[src/rtl/fetch_pc_unit_pkg.sv]
// Shared types and constants for the instruction-fetch PC unit.
package fetch_pkg;

  localparam int PC_W    = 8;
  localparam int INS_W   = 20;
  localparam int OPC_W   = 5;
  localparam int OPC_MSB = 19;
  localparam int OPC_LSB = 15;

  localparam logic [OPC_W-1:0] HALT_OPC = 5'b11110;
  localparam logic [INS_W-1:0] NOP_INS  = 20'h00000;

  typedef enum logic [1:0] {
    RUN     = 2'd0,
    STALLED = 2'd1,
    HALTED  = 2'd2
  } fetch_state_e;

endpackage

[src/rtl/fetch_pc_unit_pc_reg_unit.sv]
// Program counter register: jump beats stall, stall beats increment; wraps modulo 2^PC_W.
module pc_reg_unit
  import fetch_pkg::*;
(
  input  logic            clk,
  input  logic            reset,
  input  logic            en,
  input  logic            stall,
  input  logic            pc_mux_sel,
  input  logic [PC_W-1:0] jmp_loc,
  output logic [PC_W-1:0] pc
);

  logic [PC_W-1:0] pc_r;
  logic [PC_W-1:0] pc_next_s;

  // Next-PC priority mux; a pending redirect is never lost to a stall.
  always_comb begin
    pc_next_s = pc_r;
    if (!en) begin
      pc_next_s = pc_r;
    end else if (pc_mux_sel) begin
      pc_next_s = jmp_loc;
    end else if (stall) begin
      pc_next_s = pc_r;
    end else begin
      pc_next_s = pc_r + PC_W'(1);
    end
  end

  // PC state register with synchronous reset.
  always_ff @(posedge clk) begin
    if (reset) begin
      pc_r <= {PC_W{1'b0}};
    end else begin
      pc_r <= pc_next_s;
    end
  end

  assign pc = pc_r;

endmodule

[src/rtl/fetch_pc_unit.sv]
// Fetch end of the stall handshake: PC, held-instruction replay and run/stall/halt FSM.
// Optional stall-cycle counter enabled by defining FETCH_PERF_CNT_EN.
module fetch_pc_unit
  import fetch_pkg::*;
(
  input  logic             clk,
  input  logic             reset,
  input  logic             stall,
  input  logic             stall_pm,
  input  logic [INS_W-1:0] ins_pm,
  input  logic             pc_mux_sel,
  input  logic [PC_W-1:0]  jmp_loc,
  output logic [PC_W-1:0]  pc,
  output logic [INS_W-1:0] ins,
  output logic             halted,
  output logic [15:0]      stall_cnt
);

  fetch_state_e     state_r;
  fetch_state_e     state_next_s;
  logic [INS_W-1:0] held_ins_r;
  logic [INS_W-1:0] ins_r;
  logic [INS_W-1:0] ins_next_s;
  logic             halted_r;
  logic             halt_hit_s;
  logic             pc_en_s;

  assign pc_en_s = (state_r != HALTED);

  pc_reg_unit u_pc_reg (
    .clk        (clk),
    .reset      (reset),
    .en         (pc_en_s),
    .stall      (stall),
    .pc_mux_sel (pc_mux_sel),
    .jmp_loc    (jmp_loc),
    .pc         (pc)
  );

  // Halt is judged on the already-registered word, and not while it is being replayed.
  assign halt_hit_s = (ins_r[OPC_MSB:OPC_LSB] == HALT_OPC) && !stall_pm;

  // Next-state logic for the run/stall/halt FSM.
  always_comb begin
    state_next_s = state_r;
    case (state_r)
      RUN: begin
        if (halt_hit_s) begin
          state_next_s = HALTED;
        end else if (stall && !pc_mux_sel) begin
          state_next_s = STALLED;
        end else begin
          state_next_s = RUN;
        end
      end
      STALLED: begin
        if (halt_hit_s) begin
          state_next_s = HALTED;
        end else if (!stall || pc_mux_sel) begin
          state_next_s = RUN;
        end else begin
          state_next_s = STALLED;
        end
      end
      HALTED: begin
        state_next_s = HALTED;
      end
      default: begin
        state_next_s = RUN;
      end
    endcase
  end

  // Instruction presented to decode: bubble when halted, replay while stall_pm.
  always_comb begin
    ins_next_s = ins_pm;
    if (state_r == HALTED) begin
      ins_next_s = NOP_INS;
    end else if (stall_pm) begin
      ins_next_s = held_ins_r;
    end else begin
      ins_next_s = ins_pm;
    end
  end

  // FSM state, halted flag, held and presented instruction registers.
  always_ff @(posedge clk) begin
    if (reset) begin
      state_r    <= RUN;
      halted_r   <= 1'b0;
      held_ins_r <= NOP_INS;
      ins_r      <= NOP_INS;
    end else begin
      state_r  <= state_next_s;
      halted_r <= (state_next_s == HALTED);
      ins_r    <= ins_next_s;
      if (!stall_pm) begin
        held_ins_r <= ins_pm;
      end else begin
        held_ins_r <= held_ins_r;
      end
    end
  end

  assign ins    = ins_r;
  assign halted = halted_r;

`ifdef FETCH_PERF_CNT_EN
  logic [15:0] stall_cnt_r;

  // Saturating count of cycles spent in STALLED; naturally frozen once halted.
  always_ff @(posedge clk) begin
    if (reset) begin
      stall_cnt_r <= 16'h0000;
    end else if ((state_r == STALLED) && (stall_cnt_r != 16'hFFFF)) begin
      stall_cnt_r <= stall_cnt_r + 16'h0001;
    end else begin
      stall_cnt_r <= stall_cnt_r;
    end
  end

  assign stall_cnt = stall_cnt_r;
`else
  assign stall_cnt = 16'h0000;
`endif

endmodule

[config.mk]
export PLATFORM = sky130hd
export DESIGN_NAME = fetch_pc_unit
export DESIGN_NICKNAME = d
export VERILOG_FILES = /design/src/rtl/fetch_pc_unit_pkg.sv /design/src/rtl/fetch_pc_unit_pc_reg_unit.sv /design/src/rtl/fetch_pc_unit.sv
export SDC_FILE = /design/constraint.sdc
export NUM_CORES = 1
export LEC_CHECK = 0
export ABC_CLOCK_PERIOD_IN_PS = 1370
export CAP_MARGIN = 15
export CORE_MARGIN = 10
export CORE_UTILIZATION = 38
export DETAILED_ROUTE_END_ITERATION = 10
export GPL_TIMING_DRIVEN = 0
export PLACE_DENSITY_LB_ADDON = 0.15
export SLEW_MARGIN = 10
export SYNTH_ARGS = -nofsm -noshare
export SYNTH_HDL_FRONTEND = slang
export SYNTH_HIERARCHICAL = 1
export SYNTH_SLANG_ARGS = --single-unit
[constraint.sdc]
create_clock -name clk -period 1.37 [get_ports clk]
set_input_delay 0.137 -clock clk [delete_from_list [all_inputs] [get_ports clk]]
set_output_delay 0.137 -clock clk [all_outputs]
set_load 0.03 [all_outputs]
==> results by group <==
Status
  – Outcome: complete, no violations

Clock network
  – Clock Tree Root: clkbuf_8
  – H-tree levels: 2
  – Worst-Skew Late Latency: 0.30 ns
  – CTS max path bufs: 2
  – CTS tree: done
  – Clock transition at path regs: 0.08 ns
  – Cts bufs inserted: 5
  – Clk sinks: 50

Synth
  – Gate Count Post-Synth: 203
  – Mapped Area: 0.00196 sq mm
  – Sequential fraction of the synthesis area: between 50% and 60%
  – Distinct cell type count after synthesis: 37
  – Yosys Warn Count: 6
  – Syn_area_per_cell: 9.67 sq um
  – #FFs+latches synth: 50

Final layout
  – End-of-flow core utilization: 56.5%
  – Layout net count: around 320
  – Fraction of layout cells with a size suffix above 1: 15.9%
  – Final Cell Area: 0.00285 sq mm
  – Area grow syn2layout: 45.2%
  – N_diodes: 0
  – Fillers: 498

Die
  – Top-level I/O count: 78
  – Die area: about 0.0084 sq mm
  – Core Footprint: 0.00504 sq mm
  – Placement Rows: 26
  – Die H: 91.9 microns
  – Starting Density: 38.9%
  – Die width: roughly 92 microns

STA
  – Slew @ Worst Pin: 0.530 ns
  – Final period util: between 90% and 100%
  – Final setup viols: 0
  – Setup TNS: 0 ns
  – Highest clock rate: around 770 MHz
  – Layout Skew: 0.00770 ns
  – Final Hold Viols: 0
  – Final Hold Slack: 0.100 ns
  – Slew margin rel.: 64.7%
  – Post-route minimum period: 1.30 ns
  – Fin. max-slew vios: 0

Placement
  – Post-DP Area: 0.00272 sq mm
  – Gp weighted congestion: ~0.8
  – Post-DP HPWL: 3740 microns
  – Port buffer count: 60

Global routing
  – Grt met2 use: between 20% and 30%
  – Met1 Use GR: 12.7%
  – Vias in the first global route: about 1800
  – Grt met3 use: 5.87%
  – GR Overflow Total: 0
  – Largest net degree at the start of global routing: 15
  – Initial antenna violation count: 0
  – First-pass GRT wire length: 8350 microns
  – Busiest grt layer: met2
  – Total GRT Usage: 12.0%

Power
  – PwrDens: around 1100 mW/mm^2
  – VDD IR-drop max: 687 uV
  – Leakage power figure: 1.33 nW

Worst setup path
  – Critical Path Start Type: register
  – Required time worst endpoint: ~1.6 ns
  – Crit Path Class: register to register
  – CP endpoint kind: register
  – CP delay by family, top: simple AND/OR/NAND/NOR gates
  – Critical Path Fanout Max: 5
  – Crit-path cells: nor2b_4, buf_6, inv_6, o21ai_4, or3_1, a31oi_1
  – CP peak stage delay: 0.35 ns
  – Critical path's slowest cell: dfxtp_4
  – Bufs and invs on worst path: 2
  – Reg2reg setup slack: 0.07 ns
  – Data arrival, critical path: approximately 1.5 ns

Worst hold path
  – Hold Crit Class: primary input to register

Routing
  – # DRC: 0
  – Iteration-0 DRC Markers: between 40 and 50
  – Via density: 4.61
  – Vias post-DR: 1659
  – Routed len/inst: 13.8 microns
  – DR pass1 iterations: 4
  – Final ANT Viol Nets: 0
  – Post-Route WL: around 5000 microns

Job
  – Max-cap violation count: 0
## final timing paths
kind | startpoint | end | depth (start not counted)
worst min-delay path | reset | state_r[0] | 3
worst min register to register | ins[16] | state_r[0] | 1
worst max register to register | state_r[1] | u_pc_reg/pc[0] | 6
worst max-delay path | state_r[1] | u_pc_reg/pc[0] | 6
## layout by cell type, fill, tap and decap left out, types with 2 or more instances in the layout
cell type        netlist  final
nand3_1                5      5
buf_12                 0      2
clkbuf_8               0      6
a211oi_1               2      2
nor3_1                21     21
nor2_1                24     24
clkbuf_1               5      6
nand2_1               12     12
dfxtp_2                0      2
a31oi_1                5      5
dfxtp_1               50     47
mux2i_1               21     21
dlygate4sd2_1          0     28
clkdlybuf4s50_1        0     31
a21oi_2                1      2
conb_1                 1     16
buf_6                  2      3
o21ai_0                6      6
a21oi_1                4      3
inv_1                  3      3
buf_4                 18     20
## report_power, final
| group | total [mW] | internal [mW] | switching [mW] |
|---|---|---|---|
| Sequential | 1.58 | 1.54 | 0.0437 |
| Clock | 0.865 | 0.408 | 0.457 |
| Combinational | 0.583 | 0.255 | 0.328 |
| Total | 3.03 | 2.20 | 0.829 |
## flip-flops by register name, summed over array words and instances (netlist names)
name         cells
held_ins_r      20
ins             20
state_r          2
u_pc_reg/pc      8
## final cells by class
cell class / instances / area, sq um / share of cell area [%]
Buffer: 28 / 196 / 6.89
Sequential cell: 50 / 1010 / 35.3
Multi-Input combinational cell: 135 / 828 / 29.1
Clock buffer: 7 / 86.3 / 3.03
Inverter: 5 / 23.8 / 0.834
Timing Repair Buffer: 64 / 616 / 21.6
Clock inverter: 1 / 5.00 / 0.176
Tap cell: 70 / 87.6 / 3.07
## metrics by stage
| step | instances | power [mW] | setup slack, ns |
|---|---|---|---|
| 2_1_floorplan | 218 | 1.98 | 0.000120 |
| 6_report | 360 | 3.03 | 0.0696 |
| 3_3_place_gp | 348 | 2.22 | -0.141 |
| 4_1_cts | 357 | 3.06 | 0.0233 |
| 3_5_place_dp | 348 | 2.22 | -0.142 |
| 5_1_grt | 360 | 3.19 | -0.00118 |
## Yosys cell counts (all sizes together)
| master | n | area [sq um] |
|---|---|---|
| a211oi | 2 | 15.0 |
| a21boi | 1 | 18.8 |
| a21oi | 5 | 28.8 |
| a22o | 1 | 8.76 |
| a31oi | 5 | 31.3 |
| a32o | 1 | 10.0 |
| a32oi | 1 | 8.76 |
| and3 | 1 | 7.51 |
| and4b | 1 | 10.0 |
| buf | 23 | 171 |
| clkbuf | 5 | 18.8 |
| conb | 1 | 3.75 |
| dfxtp | 50 | 1000 |
| ha | 1 | 12.5 |
| inv | 5 | 18.8 |
| mux2i | 21 | 210 |
| nand2 | 12 | 45.0 |
| nand2b | 1 | 6.26 |
| nand3 | 5 | 25.0 |
| nand4 | 1 | 6.26 |
| nor2 | 24 | 90.1 |
| nor2b | 1 | 6.26 |
| nor3 | 21 | 105 |
| nor3b | 1 | 7.51 |
| nor4b | 1 | 8.76 |
| o21ai | 7 | 38.8 |
| o221ai | 1 | 8.76 |
| o31ai | 1 | 7.51 |
| o41ai | 1 | 16.3 |
| or3 | 1 | 6.26 |
| or4b | 1 | 10.0 |
## tightest hold or removal path: stages
cell     delay (ns)
buf_6          0.09
or4b_1         0.10
a31oi_1        0.03
## cells by family (layout without fill, tap and decap cells)
kind of cell,count (synthesis),count (layout),share of synthesized area (%)
and+or+nand+nor,71,71,17.0
AOI/OAI and AO/OA,26,26,9.82
DFF,50,50,51.0
buffers and inverters,33,105,10.6
muxes,21,21,10.7
other,1,16,0.191
adders and majority gates,1,1,0.637
## layer usage
layer | up-vias | share of wire (%)
met3 | 6 | 9.4
met1 | 763 | 41
met5 | - | 0
met4 | 0 | 1.3
met2 | 53 | 48
li1 | 837 | -
## repair_timing
action | CTS | global route
hold buffers | 0 | 0
setup buffers | 1 | 3
endpoints found under the setup margin | 37 | 6
pin swaps | 1 | 2
resized for setup | 33 | 4
No activity file was read; power rests on OpenSTA's default activity.
